**config.mk**
```make
export PLATFORM = sky130hd
export DESIGN_NAME = array_row_sequencer
export DESIGN_NICKNAME = d
export VERILOG_FILES = /design/src/rtl/array_pkg.sv /design/src/rtl/cwl_pulse_timer.sv /design/src/rtl/array_row_sequencer.sv
export SDC_FILE = /design/constraint.sdc
export NUM_CORES = 1
export LEC_CHECK = 0
export CORE_ASPECT_RATIO = 0.9
export CORE_MARGIN = 1
export CORE_UTILIZATION = 50
export CTS_BUF_LIST = sky130_fd_sc_hd__clkbuf_8
export DETAILED_ROUTE_END_ITERATION = 10
export GPL_TIMING_DRIVEN = 0
export PLACE_DENSITY = 0.82
export SYNTH_ARGS = -nofsm -noshare
export SYNTH_HDL_FRONTEND = slang
export SYNTH_HIERARCHICAL = 1
export SYNTH_SLANG_ARGS = --single-unit
```
**constraint.sdc**
```tcl
create_clock -name clk -period 2.64 [get_ports clk]
set_input_delay 0.528 -clock clk [delete_from_list [all_inputs] [get_ports clk]]
set_output_delay 0.528 -clock clk [all_outputs]
set_load 0.03 [all_outputs]
```
**src/rtl/array_pkg.sv**
```systemverilog
// Shared types and helpers for the array row sequencer.
// Mode and FSM encodings plus the sub-array one-hot decoder.
package array_pkg;

    localparam int MAX_ARRAY = 8;
    localparam int MAX_SUB   = 2 ** MAX_ARRAY;

    typedef enum logic [1:0] {
        MODE_WRITE   = 2'b00,
        MODE_INFER   = 2'b01,
        MODE_READOUT = 2'b10,
        MODE_SCAN    = 2'b11
    } mode_e;

    typedef enum logic [2:0] {
        S_IDLE,
        S_SETUP,
        S_PULSE,
        S_HOLD,
        S_CLEAR,
        S_FIN
    } state_e;

    // Sized for the widest supported array; callers keep the low NSUB bits.
    function automatic logic [MAX_SUB-1:0] onehot_sel(
        input logic [MAX_ARRAY-1:0] idx
    );
        logic [MAX_SUB-1:0] v;
        v      = '0;
        v[idx] = 1'b1;
        return v;
    endfunction

endpackage

```
**src/rtl/cwl_pulse_timer.sv**
```systemverilog
// Loadable down-counter timing the CWL pulse width.
// tc is high while the count sits at zero.
module cwl_pulse_timer #(
    parameter int PULSE_W = 4
) (
    input  logic               clk,
    input  logic               rst,
    input  logic               load,
    input  logic               dec,
    input  logic [PULSE_W-1:0] load_val,
    output logic [PULSE_W-1:0] count,
    output logic               tc
);

    assign tc = (count == '0);

    always_ff @(posedge clk) begin
        if (rst) begin
            count <= '0;
        end else if (load) begin
            count <= load_val;
        end else if (dec && !tc) begin
            count <= count - PULSE_W'(1);
        end
    end

endmodule

```
**src/rtl/array_row_sequencer.sv**
```systemverilog
// Row sequencer for the left word-line drivers of the memristor array.
// Decodes row addresses, times CWL pulses and scans all rows on request.
module array_row_sequencer
    import array_pkg::*;
#(
    parameter int NARRAY  = 2,
    parameter int NWORD   = 3,
    parameter int N       = NWORD + NARRAY,
    parameter int NSUB    = 2 ** NARRAY,
    parameter int PULSE_W = 4
) (
    input  logic                    clk,
    input  logic                    rst,
    input  logic                    start,
    input  logic                    abort,
    input  logic [1:0]              mode,
    input  logic [N-1:0]            adr_full_row,
    input  logic [PULSE_W-1:0]      pulse_len,
    output logic                    busy,
    output logic                    done,
    output logic [NSUB-1:0]         sel,
    output logic [NSUB-1:0]         cwl_en,
    output logic [NWORD-1:0]        row_adr,
    output logic [NWORD+2*NSUB-1:0] reg_lrs
);

    state_e             state, state_nxt;
    mode_e              op_mode, op_mode_nxt;
    logic [PULSE_W-1:0] len_m1, len_m1_nxt;
    logic [NSUB-1:0]    sel_nxt, cwl_nxt, start_sel;
    logic [NWORD-1:0]   row_nxt;
    logic               busy_nxt, done_nxt;
    logic               t_load, t_dec, t_tc;
    logic [PULSE_W-1:0] t_count;
    logic [NARRAY-1:0]  sub_adr;
    logic [MAX_SUB-1:0] dec_sel;
    logic               unused_dec;

    assign sub_adr    = adr_full_row[N-1:NWORD];
    assign dec_sel    = onehot_sel(MAX_ARRAY'(sub_adr));
    assign start_sel  = dec_sel[NSUB-1:0];
    assign unused_dec = ^{dec_sel[MAX_SUB-1:NSUB], t_count};
    assign reg_lrs    = {sel, cwl_en, row_adr};

    cwl_pulse_timer #(
        .PULSE_W (PULSE_W)
    ) u_timer (
        .clk      (clk),
        .rst      (rst),
        .load     (t_load),
        .dec      (t_dec),
        .load_val (len_m1),
        .count    (t_count),
        .tc       (t_tc)
    );

    always_ff @(posedge clk) begin
        if (rst) begin
            state   <= S_IDLE;
            op_mode <= MODE_WRITE;
            len_m1  <= '0;
            busy    <= 1'b0;
            done    <= 1'b0;
            sel     <= '0;
            cwl_en  <= '0;
            row_adr <= '0;
        end else begin
            state   <= state_nxt;
            op_mode <= op_mode_nxt;
            len_m1  <= len_m1_nxt;
            busy    <= busy_nxt;
            done    <= done_nxt;
            sel     <= sel_nxt;
            cwl_en  <= cwl_nxt;
            row_adr <= row_nxt;
        end
    end

    always_comb begin
        state_nxt   = state;
        op_mode_nxt = op_mode;
        len_m1_nxt  = len_m1;
        sel_nxt     = sel;
        row_nxt     = row_adr;
        t_load      = 1'b0;
        t_dec       = 1'b0;
        if (abort) begin
            state_nxt = S_IDLE;
            sel_nxt   = '0;
            row_nxt   = '0;
        end else begin
            unique case (state)
                S_IDLE: begin
                    if (start) begin
                        op_mode_nxt = mode_e'(mode);
                        // A zero length still yields a one-cycle pulse.
                        len_m1_nxt  = (pulse_len == '0) ? '0
                                    : pulse_len - PULSE_W'(1);
                        if (mode_e'(mode) == MODE_READOUT) begin
                            state_nxt = S_CLEAR;
                            sel_nxt   = '0;
                            row_nxt   = '0;
                        end else begin
                            state_nxt = S_SETUP;
                            sel_nxt   = (mode_e'(mode) == MODE_WRITE)
                                      ? start_sel : '1;
                            row_nxt   = (mode_e'(mode) == MODE_SCAN)
                                      ? '0 : adr_full_row[NWORD-1:0];
                        end
                    end
                end
                S_SETUP: begin
                    state_nxt = S_PULSE;
                    t_load    = 1'b1;
                end
                S_PULSE: begin
                    if (t_tc) state_nxt = S_HOLD;
                    else t_dec = 1'b1;
                end
                S_HOLD: begin
                    if (op_mode == MODE_SCAN && row_adr != '1) begin
                        state_nxt = S_SETUP;
                        row_nxt   = row_adr + NWORD'(1);
                    end else begin
                        state_nxt = S_FIN;
                    end
                end
                S_CLEAR: state_nxt = S_FIN;
                S_FIN:   state_nxt = S_IDLE;
                default: state_nxt = S_IDLE;
            endcase
        end
        busy_nxt = (state_nxt == S_SETUP) || (state_nxt == S_PULSE)
                || (state_nxt == S_HOLD)  || (state_nxt == S_CLEAR);
        done_nxt = (state_nxt == S_FIN);
        cwl_nxt  = (state_nxt == S_PULSE) ? sel_nxt : '0;
    end

endmodule
```
==> results.json <==
{
  "synth_cell_types": 49,
  "p_leak_nw": 0.740,
  "cts_tree": "built",
  "io_buffers": 38,
  "fin_crit_sh_pct": 95.4,
  "finalHoldViolations": 0,
  "antenna_found_initial": 0,
  "drc": 0,
  "crit_type": "input port to flip-flop",
  "dp_hpwl_mm": 2.50,
  "nets": 219,
  "critPathLaunchType": "input port",
  "relSlewSlack_pct": 33.8,
  "hold_path.class": "flip-flop to flip-flop",
  "synth_fp_nets": 176,
  "cts_hold_buf": 0,
  "numCtsBuffers": 3,
  "m1WireLength_mm": 1.45,
  "fin_worst_skew_ps": 2.67,
  "whs_ps": 491,
  "place_area_mm2": 0.00190,
  "cp_max_fo": 10,
  "final_cell_mix": "38 x clkdlybuf4s50_1, 27 x nor2_1, 26 x dfxtp_1, 12 x buf_4, 8 x inv_1",
  "syn_avg_cell_area_um2": 9.27,
  "end_kind": "flip-flop",
  "die-area_mm2": 0.00315,
  "grt_max_degree": 15,
  "clock.fmax_mhz": 397,
  "route.top_layer_used": "met4",
  "slew_violations": 0,
  "synth_top_area_cell": "dfxtp_1",
  "grt_pass1_vias": 1147,
  "clockBufferDepth": 2,
  "core_area_mm2": 0.00277,
  "pin_count": 39,
  "powerDensity_mw_per_mm2": 441,
  "htree_levels": 1,
  "track_usage_pct": 22.1,
  "cts_resized": 0,
  "num_vias": 1282,
  "fp.dieH_um": 53.4,
  "cts-root-buf": "clkbuf_8",
  "maxCapViolCount": 0,
  "post_cts_buffers": 0,
  "tns_ps": 0,
  "gp_congestion": 0.799,
  "clock_sinks": 26,
  "wirelength_mm": 3.29,
  "ys.flop_type": "dfxtp_1",
  "grt-ovfl-total": 0,
  "drive_gt1_share_pct": 19.0,
  "synth_edf_count": 0,
  "grt_pass1_wl_mm": 5.15,
  "outcome": "finished, final reports clean",
  "synth_seq_area_share_pct": 35.5,
  "die_x_um": 59.1,
  "firstDrtPassIters": 4,
  "synth_area_mm2": 0.00147,
  "crit_arrival_ps": 2700,
  "clkTransAtPathRegs_ps": 90,
  "dr_wl_met2_mm": 1.69,
  "drt_iter0_markers": 45,
  "synth-async-reset-ratio_pct": 0,
  "syn_to_final_growth_pct": 33.1,
  "post-route-min-period_ps": 2520,
  "antennaDiodeCount": 0,
  "finalSetupViolations": 0,
  "rows": 18,
  "start_util_pct": 52.9,
  "mostFrequentLayoutCell": "clkdlybuf4s50_1",
  "clk_latency_ps": 270,
  "required_ps": 2820,
  "vdd_ir_drop_max_uv": 438,
  "final_area_mm2": 0.00195,
  "wl_per_cell_um": 13.7,
  "worstMarginPinSlew_ps": 979,
  "ant_nets": 0,
  "yosysWarningCount": 6,
  "yosysTopAreaCellShare_pct": 35.5,
  "met3_length_um": 118,
  "synth.area.top_cells": "dfxtp_1 36%, nor2_1 6.9%, buf_4 6.1%",
  "viasPerCell": 5.34,
  "rsz0062_at_grt": "no",
  "postSynthCellCount": 158,
  "yosys_register_bits": 26
}
## area by class of cell
class / count / area (µm²)
Sequential cell: 26 / 520
Tap cell: 40 / 50.0
Inverter: 8 / 30.0
Fill cell: 219 / 820
Timing Repair Buffer: 38 / 380
Buffer: 18 / 158
Multi-Input combinational cell: 106 / 757
Clock buffer: 4 / 55.1
## routing by layer
layer,GRT usage [%],up-vias
met5,0,-
met4,6.35,0
met3,6.60,4
met2,37.1,33
met1,27.3,602
li1,-,643
## report_power, final
group | switching (mW) | total, mW | internal, mW
logic | 0.0966 | 0.184 | 0.0872
clock network | 0.126 | 0.259 | 0.133
registers | 0.0104 | 0.417 | 0.407
## per-stage QoR
step | utilization (%) | std cells | power, mW | worst slack, ps
6_report | 70.4 | 240 | 0.860 | 121
5_1_grt | 70.4 | 240 | 0.901 | 10.0
4_1_cts | 70.4 | 240 | 0.863 | 154
3_5_place_dp | 68.4 | 236 | 0.608 | -108
3_3_place_gp | 68.4 | 236 | 0.602 | -2.03
2_1_floorplan | - | 158 | 0.540 | 687
## kinds of logic after synthesis
kind of cell / Yosys count / share of synthesized area, %
AOI/OAI and AO/OA: 37 / 19.9
xor gates and xnor gates: 1 / 0.598
muxes: 4 / 2.73
buffers and inverters: 26 / 12.8
adders and majority gates: 3 / 2.56
and+or+nand+nor: 61 / 25.9
DFF: 26 / 35.5
## registers in the layout, indices dropped and copies added (netlist names), 2 cells and up
register and count:
state 3, cwl_en 4, op_mode 2, u_timer/count 4, len_m1 4, sel 4, row_adr 3
## critical path: stages
cell and delay [ps]:
clkdlybuf4s50_1 490, buf_6 200, nor4b_1 860, inv_1 300
a311oi_1 310
## final timing paths
| kind | start | endpoint | slack [ps] | cells after the start |
|---|---|---|---|---|
| setup / recovery | abort | u_timer/count[2]$_SDFFE_PP0P_ | 120 | 5 |
| hold / removal | op_mode[0]$_SDFFE_PP0P_ | op_mode[0]$_SDFFE_PP0P_ | 490 | 2 |
| setup reg to reg | u_timer/count[1]$_SDFFE_PP0P_ | u_timer/count[3]$_SDFFE_PP0P_ | 470 | 9 |
| hold reg to reg | op_mode[0]$_SDFFE_PP0P_ | op_mode[0]$_SDFFE_PP0P_ | 490 | 2 |
## cells in the mapped netlist, types with 4 or more instances
cell type	n
nor3_1	6
dfxtp_1	26
a211oi_1	4
a21oi_1	7
o21ai_0	5
inv_1	8
nor2_1	27
nand2_1	6
buf_4	12
mux2i_1	4
No activity file was read; power rests on OpenSTA's default activity.
